<file path="src/rtl/mem_stage.sv">
// mem_stage -- memory-access pipeline stage.
//
// Takes the EX/MEM slot (effective address, store data, funct3, load/store
// flags). It performs a byte, half or word access over a variable-latency
// req/ack data-memory port. It returns aligned, sign- or zero-extended load
// data toward MEM/WB, and freezes the upstream pipeline while an access is
// outstanding.
//
// Ports
//   clk, rst_n        clock (rising edge), async active-low reset
//   ex_valid          EX/MEM slot holds a valid instruction
//   mem_read          load request
//   mem_write         store request (a load wins if both are set)
//   funct3            000 B, 001 H, 010 W, 100 BU, 101 HU
//   addr              effective address
//   store_data        forwarded rs2
//   dmem_req          request, held until dmem_ack
//   dmem_we           1 = write
//   dmem_addr         word address, bits [1:0] = 0
//   dmem_wdata        lane-replicated store data
//   dmem_wstrb        byte enables
//   dmem_rdata        read word, valid with dmem_ack
//   dmem_ack          access complete
//   load_data         aligned/extended load result
//   mem_stall         freeze IF..EX/MEM this cycle
//   mem_fault         misaligned or illegal funct3; access suppressed
//
// state | meaning
// ------+--------------------------------------------------------------
// IDLE  | no access outstanding; a valid, non-faulting access starts one
// BUSY  | request on the port, waiting for dmem_ack
// DONE  | access finished, stall released for exactly one cycle

module mem_stage #(
   parameter int DATA_W = 32
) (
   input  logic              clk,
   input  logic              rst_n,
   input  logic              ex_valid,
   input  logic              mem_read,
   input  logic              mem_write,
   input  logic [2:0]        funct3,
   input  logic [DATA_W-1:0] addr,
   input  logic [DATA_W-1:0] store_data,
   output logic              dmem_req,
   output logic              dmem_we,
   output logic [DATA_W-1:0] dmem_addr,
   output logic [DATA_W-1:0] dmem_wdata,
   output logic [3:0]        dmem_wstrb,
   input  logic [DATA_W-1:0] dmem_rdata,
   input  logic              dmem_ack,
   output logic [DATA_W-1:0] load_data,
   output logic              mem_stall,
   output logic              mem_fault
);

   typedef enum logic [1:0] {
      IDLE = 2'd0,
      BUSY = 2'd1,
      DONE = 2'd2
   } state_t;

   state_t state, state_nxt;

   logic              access;
   logic              is_load;
   logic              illegal_f3;
   logic              misaligned;
   logic              fault_raw;
   logic              start;
   logic [3:0]        strb_nxt;
   logic [DATA_W-1:0] wdata_nxt;

   logic [2:0]        f3_q;
   logic [1:0]        addr_lo_q;
   logic [7:0]        rd_byte;
   logic [15:0]       rd_half;
   logic [DATA_W-1:0] load_ext;

   // ------------------------------------------------------------------
   // Access decode and fault detection
   // ------------------------------------------------------------------
   assign access     = ex_valid & (mem_read | mem_write);
   assign is_load    = mem_read;
   assign illegal_f3 = (funct3 == 3'b011) | (funct3[2:1] == 2'b11);
   // funct3[1:0] gives the access size for loads and stores alike
   assign misaligned = ((funct3[1:0] == 2'b01) & addr[0]) |
                       ((funct3 == 3'b010) & (addr[1:0] != 2'b00));
   assign fault_raw  = illegal_f3 | misaligned;

   // Once BUSY, the slot is frozen and its flags no longer matter
   assign mem_fault  = (state == IDLE) & access & fault_raw;
   assign start      = (state == IDLE) & access & ~fault_raw;
   assign mem_stall  = start | (state == BUSY);
   assign dmem_req   = (state == BUSY);

   // ------------------------------------------------------------------
   // Store lane steering
   // ------------------------------------------------------------------
   always_comb begin
      strb_nxt  = 4'b1111;
      wdata_nxt = store_data;
      case (funct3[1:0])
         2'b00: begin
            strb_nxt  = 4'b0001 << addr[1:0];
            wdata_nxt = {(DATA_W/8){store_data[7:0]}};
         end
         2'b01: begin
            strb_nxt  = 4'b0011 << addr[1:0];
            wdata_nxt = {(DATA_W/16){store_data[15:0]}};
         end
         default: begin
            strb_nxt  = 4'b1111;
            wdata_nxt = store_data;
         end
      endcase
   end

   // ------------------------------------------------------------------
   // Load extraction from the returned word
   // ------------------------------------------------------------------
   always_comb begin
      rd_byte = dmem_rdata[7:0];
      case (addr_lo_q)
         2'd0:    rd_byte = dmem_rdata[7:0];
         2'd1:    rd_byte = dmem_rdata[15:8];
         2'd2:    rd_byte = dmem_rdata[23:16];
         default: rd_byte = dmem_rdata[31:24];
      endcase
      rd_half = addr_lo_q[1] ? dmem_rdata[31:16] : dmem_rdata[15:0];
   end

   always_comb begin
      load_ext = dmem_rdata;
      case (f3_q)
         3'b000:  load_ext = {{(DATA_W-8){rd_byte[7]}}, rd_byte};
         3'b001:  load_ext = {{(DATA_W-16){rd_half[15]}}, rd_half};
         3'b100:  load_ext = {{(DATA_W-8){1'b0}}, rd_byte};
         3'b101:  load_ext = {{(DATA_W-16){1'b0}}, rd_half};
         default: load_ext = dmem_rdata;
      endcase
   end

   // ------------------------------------------------------------------
   // FSM
   // ------------------------------------------------------------------
   always_ff @(posedge clk or negedge rst_n) begin
      if (!rst_n) begin
         state <= IDLE;
      end else begin
         state <= state_nxt;
      end
   end

   always_comb begin
      state_nxt = state;
      case (state)
         IDLE:    if (start)    state_nxt = BUSY;
         BUSY:    if (dmem_ack) state_nxt = DONE;
         DONE:    state_nxt = IDLE;
         default: state_nxt = IDLE;
      endcase
   end

   // ------------------------------------------------------------------
   // Request and result registers
   // ------------------------------------------------------------------
   always_ff @(posedge clk or negedge rst_n) begin
      if (!rst_n) begin
         dmem_we    <= 1'b0;
         dmem_addr  <= '0;
         dmem_wdata <= '0;
         dmem_wstrb <= 4'b0000;
         f3_q       <= 3'b000;
         addr_lo_q  <= 2'b00;
         load_data  <= '0;
      end else begin
         if (start) begin
            dmem_we    <= ~is_load;
            dmem_addr  <= {addr[DATA_W-1:2], 2'b00};
            dmem_wdata <= wdata_nxt;
            dmem_wstrb <= strb_nxt;
            f3_q       <= funct3;
            addr_lo_q  <= addr[1:0];
         end
         if ((state == BUSY) && dmem_ack && !dmem_we) begin
            load_data <= load_ext;
         end
      end
   end

endmodule

</file>
<file path="config.mk">
export PLATFORM = sky130hd
export DESIGN_NAME = mem_stage
export DESIGN_NICKNAME = d
export VERILOG_FILES = /design/src/rtl/mem_stage.sv
export SDC_FILE = /design/constraint.sdc
export NUM_CORES = 1
export LEC_CHECK = 0
export BUFFER_PORTS_ARGS = -buffer_cell sky130_fd_sc_hd__clkbuf_2
export CORE_MARGIN = 3
export CORE_UTILIZATION = 50
export CTS_BUF_LIST = sky130_fd_sc_hd__clkbuf_16
export CTS_CLUSTER_SIZE = 16
export DETAILED_ROUTE_END_ITERATION = 8
export PLACE_DENSITY = 0.79
export SLEW_MARGIN = 20
export SYNTH_ARGS = -nofsm -noshare
export SYNTH_HDL_FRONTEND = slang
export SYNTH_SLANG_ARGS = --single-unit
</file>
<file path="constraint.sdc">
create_clock -name clk -period 3.9 [get_ports clk]
set_input_delay 0.195 -clock clk [delete_from_list [all_inputs] [get_ports clk]]
set_output_delay 0.195 -clock clk [all_outputs]
set_load 0.02 [all_outputs]
</file>
==> results.tsv, run 1 <==
stage	metric	value	unit
setup_path	CP most frequent cell	clkbuf_2	
sta	slew margin rel.	34.6	%
floorplanning	Die ar.	0.0112	mm^2
setup_path	worst path buffer plus inverter count	3	
yosys	Synth Area in XOR/XNOR	0	%
setup_path	Reg-to-Reg End	load_data[22]	
hold_path	worst min path class	in2async	
placed_design	Port Buffers	206	
sta	final setup violating endpoints	0	
sta	final clock skew	0.0124	ns
power	NetSw	1.67	mW
setup_path	Critical Path RT	3.70	ns
setup_path	critical-path maximum fanout	80	
global_route	vias in the first global route	4221	
global_route	first-pass GRT wire length	21000	um
power	clock share of power	20.6	%
placed_design	area post-placement	0.00610	mm^2
yosys	synth top area cells	dfrtp_1, mux2_2, o21ai_0	
setup_path	CP peak stage delay	0.67	ns
setup_path	worst r2r path cells	4	
placed_design	Final Wtd Congestion	0.826	
drt	Via Count	4204	
power	Pleak	3.14	nW
global_route	initial antenna violation count	0	
sta	fmax	0.411	GHz
sta	TNS Setup	0	ns
yosys	Seq/Total Area, Yosys	53.0	%
clock_network	worst skew pair latency	0.34	ns
clock_network	hold_buf cts	0	
yosys	top post-synthesis cells by count	dfrtp_1, o21ai_0, nand2_1	
setup_path	Critical Path Sink Type	output pin	
sta	period utilisation layout	62.4	%
layout	final design utilization	67.2	%
floorplanning	Rows	35	
setup_path	arrival time at the worst endpoint	2.24	ns
clock_network	number of post-CTS setup repair buffers	0	
sta	post-layout minimum cycle time	2.44	ns
drt	post-route ant nets	0	
power	sequential share of power	42.1	%
yosys	Cells after Synth	453	
drt	DR WL/cell	17.0	um
clock_network	Sink Count	106	
setup_path	critical-path cell list	clkbuf_2 -> a21oi_1 -> o2111ai_4 -> buf_12 -> nand2_1 -> clkbuf_2	
yosys	number of synthesized register bits	106	
setup_path	Critical R2R Launch	addr_lo_q[1]	
yosys	Post-Syn Area	0.00500	mm^2
sta	RSZ-0062 raised after global routing	no	
global_route	GRT overflow	0	
clock_network	H-tree depth	3	
clock_network	CTS buffer count	9	
yosys	post-synthesis mux area share	17.5	%
layout	share of cells above drive strength 1	43.3	%
yosys	main combinational cell family by area after synthesis	multiplexers	
yosys	synth warn	0	
yosys	Synth Area in Compound Gates	15.9	%
placed_design	Final HPWL DP	9560	um
yosys	synth unique cells	39	
global_route	GRT Resource Usage Total	23.1	%
yosys	Yosys top cell area share	53.0	%
layout	Final nets	744	
layout	Area Overhead vs Synth	27.6	%
power	sw frac	38.8	%
floorplanning	initial core utilization	52.7	%
power	cell-internal power	2.62	mW
drt	DRC Markers	0	
drt	final WL	13100	um
clock_network	clock tree from TritonCTS	done	
layout	final non-filler cell area	0.00639	mm^2
setup_path	critical path's top delay family	buffers and inverters	
global_route	largest net degree at the start of global routing	81	
sta	Slew Viols, Final	0	
power	Logic pwr share	37.3	%
floorplanning	CORE AREA	0.00950	mm^2
clock_network	post-cts gate resize count	0	
yosys	Synth Area in Adders	0	%
run	# Max-Cap Violations	0	
yosys	Async SR Flop Fraction	100	%
setup_path	slowest cell on the critical path	o2111ai_4	
power	Tot Pwr	4.29	mW
yosys	syn avg cell area	11.0	um^2
sta	Final Hold Viols	0	
yosys	ys flop type	dfrtp_1	
yosys	post-synthesis simple-gate area fraction	9.88	%
drt	Via density	5.44	
setup_path	CP Class	in2out	
layout	Fillers	765	
floorplanning	die height	106	um
power	worst vdd ir	0.324	mV
drt	TritonRoute pass-1 iters	4	
yosys	number of synthesized flops with an enable pin	0	
yosys	Yosys top cell by area	dfrtp_1	
floorplanning	# IOs	209	
layout	ANT cells	0	
drt	drt initial violations	212	
clock_network	Max clock buf depth	2	
power	PD cells	672	mW/mm^2
setup_path	Crit path depth	6	
clock_network	Clock transition at path regs	0.07	ns
yosys	top-count cell post-synth	dfrtp_1	
setup_path	CP startpoint kind	primary input	
floorplanning	die width	106	um
clock_network	CTS root buf	clkbuf_16	
sta	Slew @ Worst Pin	0.977	ns
run_status	outcome	completed	
setup_path	Reg2Reg Setup Slack	1.53	ns
[state kept, by name, indices dropped and copies added (netlist names)]
signal / flops
dmem_addr: 30
f3_q: 3
dmem_wdata: 32
state: 2
load_data: 32
addr_lo_q: 2
dmem_we: 1
dmem_wstrb: 4
[metrics by stage]
step           std cells  worst slack [ns]  hold slack (ns)
2_1_floorplan        454              2.25           -0.101
5_1_grt              773              1.29           0.0581
4_1_cts              773              1.46           0.0452
3_3_place_gp         757              1.44            0.388
6_report             773              1.46          0.00216
3_5_place_dp         757              1.38            0.405
[worst max-delay path by stage]
stage | from | end | slack [ns]
3_3_place_gp | funct3[1] | dmem_addr[7] | 1.44
3_5_place_dp | funct3[1] | dmem_wdata[2] | 1.38
2_1_floorplan | dmem_we | load_data[16] | 2.25
4_1_cts | funct3[1] | mem_stall | 1.46
5_1_grt | funct3[1] | mem_stall | 1.29
6_report | funct3[1] | mem_stall | 1.46
[logic make-up (layout without fill, tap and decap cells)]
group,count (synthesis),in the layout
AOI/OAI and AO/OA,135,135
DFF,106,106
and+or+nand+nor,96,96
muxes,76,76
buffers and inverters,39,229
other,1,2
[power groups by stage]
stage | clock network [mW] | registers [mW] | logic [mW]
CTS | 0.904 | 1.80 | 1.62
finish | 0.882 | 1.81 | 1.60
global placement | 0 | 1.80 | 1.58
floorplan | 0 | 2.18 | 0.617
detailed placement | 0 | 1.82 | 1.61
global route | 0.951 | 1.86 | 1.73
[cell usage in the layout, fill, tap and decap left out, types with 7 or more instances in the layout]
cell         n
nor2_1      17
clkbuf_2   205
mux2_4      10
nor3_1       8
dfrtp_1    106
mux2_1       8
clkbuf_16    9
and3b_1      7
nand2_1     41
o221a_2      7
o211ai_1    17
mux2i_1     25
o21ai_0     62
a211oi_1     8
a21oi_1     38
mux2_2      32
nand3b_1     8
[per-layer routing]
metal	vias to the layer above	track usage [%]	routed length [um]
li1	2002	-	-
met4	0	8.79	315
met2	181	37.0	6270
met3	31	6.19	1050
met1	1990	30.3	5480
met5	-	0	0
[area by class of cell]
cell class	instances	area, um^2	area share [%]
sequential	106	2650	41.5
multi-input combinational	309	2200	34.4
timing repair buffer	210	1080	16.8
clock buffer	9	225	3.53
tap	129	161	2.53
clock inverter	7	62.6	0.979
inverter	3	11.3	0.176
No activity file was read; power rests on OpenSTA's default activity.
==> run 2, diff against run 1 <==
--- a/config.mk
+++ b/config.mk
@@ -7,11 +7,11 @@
 export LEC_CHECK = 0
 export BUFFER_PORTS_ARGS = -buffer_cell sky130_fd_sc_hd__clkbuf_2
 export CORE_MARGIN = 3
-export CORE_UTILIZATION = 50
+export CORE_UTILIZATION = 44
 export CTS_BUF_LIST = sky130_fd_sc_hd__clkbuf_16
 export CTS_CLUSTER_SIZE = 16
 export DETAILED_ROUTE_END_ITERATION = 8
-export PLACE_DENSITY = 0.79
+export PLACE_DENSITY = 0.73
 export SLEW_MARGIN = 20
 export SYNTH_ARGS = -nofsm -noshare
 export SYNTH_HDL_FRONTEND = slang
==> constraint.sdc (replaced) <==
create_clock -name clk -period 2 [get_ports clk]
set_input_delay 0.1 -clock clk [delete_from_list [all_inputs] [get_ports clk]]
set_output_delay 0.1 -clock clk [all_outputs]
set_load 0.02 [all_outputs]
==> run 2 against run 1 <==
Total power increased by 100%. Combinational power up 110%. Routed wire length rose by 7.9%. Core utilization fell by 4.5 points. Via count increased by 4.9%. Global-route usage fell by 0.58 points. Sequential cell count unchanged. Sequential power is 91% higher. Count of clock-buffer cells in the layout stayed put. Die area increased by 13%. First-iteration DRC count is 6.6% higher. Clock skew is 0.0087 ns lower.
==> results.tsv, run 2 (synthesis gave the netlist of run 1 again) <==
stage	metric	value	unit	change
run_status	outcome	completed		
sta	Slew Viols, Final	0		unchanged
layout	non-filler cells, final	831		+7.5%
floorplanning	# IOs	209		unchanged
setup_path	critical-path maximum fanout	43		-46%
drt	TritonRoute pass-1 iters	5		+1
layout	Area Overhead vs Synth	37.7	%	
global_route	GRT Resource Usage Total	22.6	%	-0.58 points
drt	post-route ant nets	0		unchanged
floorplanning	initial core utilization	45.6	%	-7.1 points
drt	Via density	5.31		-2.4%
hold_path	worst min path class	in2reg		
sta	fmax	0.535	GHz	
global_route	vias in the first global route	4631		+9.7%
power	PD cells	1260	mW/mm^2	+87%
sta	period utilisation layout	93.4	%	
placed_design	Final HPWL DP	10400	um	+8.8%
placed_design	Port Buffers	206		unchanged
sta	RSZ-0062 raised after global routing	no		
placed_design	Final Wtd Congestion	0.860		+4.1%
clock_network	CTS buffer count	9		unchanged
global_route	largest net degree at the start of global routing	57		-30%
sta	final setup violating endpoints	0		unchanged
setup_path	CP startpoint kind	primary input		
floorplanning	die width	113	um	+6.2%
global_route	initial antenna violation count	0		unchanged
floorplanning	Rows	38		+8.6%
clock_network	H-tree depth	3		unchanged
floorplanning	CORE AREA	0.0110	mm^2	+16%
floorplanning	die height	113	um	+6.2%
clock_network	worst skew pair latency	0.34	ns	about the same
placed_design	worst slack, placed	0.166	ns	-1.21 ns
layout	commonest non-fill, non-tap cell in the layout	clkbuf_2		
setup_path	arrival time at the worst endpoint	1.77	ns	-0.47 ns
clock_network	clock tree from TritonCTS	done		
global_route	GRT overflow	0		unchanged
layout	Final nets	792		+6.5%
layout	biggest registers after layout	dmem_wdata (32), load_data (32), dmem_addr (30)		
layout	ANT cells	0		unchanged
setup_path	Critical Path Sink Type	output pin		
placed_design	dpl cells	783		+3.4%
sta	TNS Setup	0	ns	unchanged
clock_network	CTS root buf	clkbuf_16		
power	Pleak	3.37	nW	+7.3%
drt	DR WL/cell	17.0	um	+0.34%
drt	drt initial violations	226		+6.6%
sta	final clock skew	0.00372	ns	-0.00869 ns
run	# Max-Cap Violations	0		unchanged
drt	Via Count	4412		+4.9%
drt	final WL	14200	um	+7.9%
clock_network	Sink Count	106		unchanged
layout	Fillers	892		+17%
clock_network	number of post-CTS setup repair buffers	0		unchanged
sta	Final Hold Viols	0		unchanged
sta	post-layout minimum cycle time	1.87	ns	
power	worst vdd ir	0.693	mV	+110%
clock_network	Clock transition at path regs	0.07	ns	about the same
layout	share of cells above drive strength 1	43.0	%	-0.34 points
global_route	first-pass GRT wire length	23100	um	+9.9%
setup_path	CP Class	in2out		
sta	final worst setup slack	0.132	ns	-1.33 ns
drt	DRC Markers	0		unchanged
clock_network	Max clock buf depth	2		unchanged
sta	Fin Hold WS	0.0307	ns	+0.0285 ns
setup_path	Critical Path RT	1.90	ns	-1.80 ns
layout	commonest non-fill, non-tap cells in the layout	clkbuf_2, dfrtp_1, o21ai_0		
floorplanning	Die ar.	0.0127	mm^2	+13%
[run 2: cell count changes in the layout (fill, tap and decap cells not counted), sizes merged]
cell / before / now
dlygate4sd3: 0 / 33
buf: 5 / 20
inv: 4 / 2
bufinv: 1 / 2
clkinv: 4 / 5
clkinvlp: 1 / 0
[run 2: stage by stage]
step | power [mW] | utilization, % | area (um^2)
after floorplan | 5.46 | - | 5010
after global placement | 6.68 | 56.9 | 6250
after detailed placement | 6.81 | 56.9 | 6250
after CTS | 8.74 | 62.7 | 6890
after global routing | 9.17 | 62.8 | 6890
final | 8.66 | 62.8 | 6890
[run 2: final timing paths]
check	slack, ns	depth (start not counted)	from	to
worst max-delay path	0.13	7	mem_read	mem_stall
worst min-delay path	0.03	2	dmem_rdata[1]	load_data[1]
worst max register to register	0.30	5	addr_lo_q[0]	load_data[6]
worst min register to register	0.49	2	dmem_wstrb[1]	dmem_wstrb[1]
max in group asynchronous	1.16	3	rst_n	dmem_addr[21]
min in group asynchronous	0.22	2	rst_n	load_data[2]
[run 2: area by class of cell]
class	count	area, um^2	area share (%)
well taps	140	175	2.54
multi-input cells	309	2200	31.9
flip-flops and latches	106	2650	38.5
repair buffers	258	1540	22.4
inverters	3	11.3	0.163
clock buffers	9	225	3.27
clock inverters	6	82.6	1.20
[run 2: repair_timing]
action	CTS	global route
gates resized for setup	0	2
hold buffers	33	0
endpoints found under the setup margin	0	16
endpoints found under the hold margin	58	0
[run 2: layer usage]
metal | wire length [um] | vias up | share of wire (%) | global-route usage [%]
met4 | 269 | 0 | 1.9 | 7.29
met5 | 0 | - | 0 | 0
met1 | 5720 | 2106 | 40 | 28.2
met2 | 7120 | 187 | 50 | 38.3
li1 | - | 2098 | - | -
met3 | 1030 | 21 | 7.3 | 5.77
[run 2: where the power goes]
part           switching [mW]  internal (mW)
Clock                   0.767           1.08
Combinational            1.99           1.35
Sequential              0.559           2.91
Total                    3.32           5.34
[run 2: critical path, cell delays in order]
cell	delay (ns)
dlygate4sd3_1	0.54
clkbuf_2	0.11
or2_2	0.30
o2111ai_4	0.19
buf_12	0.28
nand2_1	0.08
clkbuf_2	0.16
==> run 3, diff against run 2 <==
--- a/config.mk
+++ b/config.mk
@@ -11,7 +11,7 @@
 export CTS_BUF_LIST = sky130_fd_sc_hd__clkbuf_16
 export CTS_CLUSTER_SIZE = 16
 export DETAILED_ROUTE_END_ITERATION = 8
-export PLACE_DENSITY = 0.73
+export PLACE_DENSITY_LB_ADDON = 0.12
 export SLEW_MARGIN = 20
 export SYNTH_ARGS = -nofsm -noshare
 export SYNTH_HDL_FRONTEND = slang
==> run 3 against run 2 <==
Sequential cell count stayed put. Critical path depth decreased by 2. Sequential share of layout area rose by 0.11 points. Count of clock-buffer cells in the layout unchanged. Critical endpoint unchanged. Cell area is 0.27% lower. Cell count stayed put. First-iteration DRC count up 1.8%. Highest routed layer unchanged. Critical path type is now reg2out. Register-to-register slack about the same. Via count is 0.97% lower. Non-clock buffer count decreased by 1.
==> results.tsv, run 3 (synthesis gave the netlist of run 1 again) <==
stage	metric	value	unit	change
floorplanning	die width	113	um	unchanged
power	Tot Pwr	8.64	mW	-0.22%
clock_network	clock tree from TritonCTS	done		
floorplanning	# IOs	209		unchanged
power	worst vdd ir	0.663	mV	-4.4%
sta	Final Hold Viols	0		unchanged
drt	Via Count	4369		-0.97%
clock_network	Clock transition at path regs	0.06	ns	about the same
layout	ANT cells	0		unchanged
setup_path	critical-path cell list	nor2_1 -> o2111ai_4 -> buf_6 -> nand2_1 -> clkbuf_2		
layout	final design utilization	62.6	%	-0.17 points
drt	DRC Markers	0		unchanged
setup_path	slowest cell on the critical path	dfrtp_1		
floorplanning	Rows	38		unchanged
setup_path	Critical Path RT	1.90	ns	about the same
sta	final setup violating endpoints	0		unchanged
sta	Slew Viols, Final	0		unchanged
power	sequential share of power	39.6	%	-0.4 points
sta	TNS Setup	0	ns	unchanged
drt	drt initial violations	230		+1.8%
layout	biggest registers after layout	dmem_wdata (32), load_data (32), dmem_addr (30)		
run	# Max-Cap Violations	0		unchanged
power	PD cells	1260	mW/mm^2	about the same
power	Pleak	3.37	nW	about the same
sta	period utilisation layout	90.7	%	-2.7 points
placed_design	Final Wtd Congestion	0.873		+1.6%
sta	RSZ-0062 raised after global routing	no		
power	cell-internal power	5.34	mW	about the same
setup_path	CP peak stage delay	0.43	ns	-0.11 ns
setup_path	CP startpoint kind	register		
global_route	GRT Resource Usage Total	21.9	%	-0.67 points
clock_network	H-tree depth	3		unchanged
hold_path	hold_sp	addr[20]		
layout	Area Overhead vs Synth	37.3	%	
power	clock share of power	21.7	%	+0.3 points
clock_network	CTS buffer count	9		unchanged
power	NetSw	3.30	mW	-0.52%
global_route	vias in the first global route	4445		-4.0%
clock_network	Sink Count	106		unchanged
layout	commonest non-fill, non-tap cell in the layout	clkbuf_2		
layout	share of cells above drive strength 1	42.7	%	-0.29 points
layout	final non-filler cell area	0.00687	mm^2	-0.27%
clock_network	CTS root buf	clkbuf_16		
power	sw frac	38.2	%	-0.11 points
sta	final clock skew	0.0103	ns	+0.00655 ns
power	Logic pwr share	38.8	%	+0.2 points
global_route	initial antenna violation count	0		unchanged
placed_design	Port Buffers	206		unchanged
sta	fmax	0.551	GHz	+3.0%
global_route	first-pass GRT wire length	22500	um	-2.5%
sta	final worst setup slack	0.185	ns	+0.0536 ns
drt	TritonRoute pass-1 iters	4		-1
drt	DR WL/cell	16.9	um	-0.57%
setup_path	critical path's top delay family	buffers and inverters		
floorplanning	CORE AREA	0.0110	mm^2	unchanged
global_route	largest net degree at the start of global routing	67		+18%
drt	post-route ant nets	0		unchanged
placed_design	worst slack, placed	0.158	ns	-0.00791 ns
layout	Final nets	791		-0.13%
setup_path	Critical R2R Launch	addr_lo_q[0]		
setup_path	Critical Path Sink Type	output pin		
floorplanning	die height	113	um	unchanged
hold_path	worst min path class	in2reg		
placed_design	area post-placement	0.00624	mm^2	-0.20%
clock_network	worst skew pair latency	0.34	ns	about the same
drt	Via density	5.26		-0.97%
setup_path	CP Class	reg2out		
sta	post-layout minimum cycle time	1.81	ns	-0.0536 ns
setup_path	critical-path maximum fanout	49		+14%
floorplanning	initial core utilization	45.6	%	unchanged
drt	final WL	14100	um	-0.57%
placed_design	Final HPWL DP	10100	um	-3.3%
setup_path	worst path buffer plus inverter count	2		-2
clock_network	Max clock buf depth	2		unchanged
floorplanning	Die ar.	0.0127	mm^2	unchanged
global_route	GRT overflow	0		unchanged
setup_path	Critical path origin	state[1]		
setup_path	arrival time at the worst endpoint	1.71	ns	-0.06 ns
layout	commonest non-fill, non-tap cells in the layout	clkbuf_2, dfrtp_1, o21ai_0		
run_status	outcome	completed		
run 3: cell types whose count changed in the layout (fill, tap and decap cells not counted):
cell and change:
inv_1 +3, buf_12 -1, buf_6 +1, clkinv_1 -1, clkinv_2 -1, clkinv_4 -1, dlygate4sd3_1 -1, inv_6 +1
nor2_1 +1, nor2_2 -1
run 3: area by class of cell:
type                            count  area, um^2
Clock buffer                        9         225
Multi-Input combinational cell    309        2200
Tap cell                          140         175
Clock inverter                      7        85.1
Inverter                            3        11.3
Sequential cell                   106        2650
Timing Repair Buffer              257        1530
Fill cell                         942        4110
run 3: worst paths after layout:
kind                                       end  slack (ns)  cells after the start
worst max-delay path                 mem_stall        0.19                      5
worst min-delay path             dmem_addr[20]        0.02                      2
max in group asynchronous        dmem_addr[23]        1.24                      3
min in group asynchronous         load_data[6]        0.09                      2
worst min register to register  dmem_wdata[11]        0.49                      2
worst max register to register   load_data[27]        0.30                      4
run 3: timing repair:
action	in CTS	in global routing
hold endpoints to repair	137	0
buffers inserted	0	0
resized for setup	0	2
hold buffers	32	0
endpoints found under the setup margin	0	2
run 3: power groups by stage:
stage / Sequential (mW) / Clock [mW] / Combinational, mW
finish: 3.42 / 1.87 / 3.35
detailed placement: 3.45 / 0 / 3.32
global placement: 3.42 / 0 / 3.26
floorplan: 4.26 / 0 / 1.20
global route: 3.52 / 1.99 / 3.63
CTS: 3.42 / 1.91 / 3.38
run 3: routing by layer:
layer,track usage [%],wire length [um]
met5,0,0
met2,36.3,6890
met3,6.52,1290
met1,27.2,5600
met4,7.77,289
run 3: stage by stage:
stage               hold WS [ns]  std cells
floorplan                 -0.196        454
global placement         -0.0986        783
detailed placement       -0.0974        783
CTS                     0.000971        831
global route             0.00812        831
finish                    0.0161        831
run 3: worst reg2reg max path, stage by stage, from the launching register on:
cell and delay (ns):
dfrtp_1 0.57, mux4_2 0.37, nand2b_1 0.12, and3_2 0.36, o21ai_0 0.16
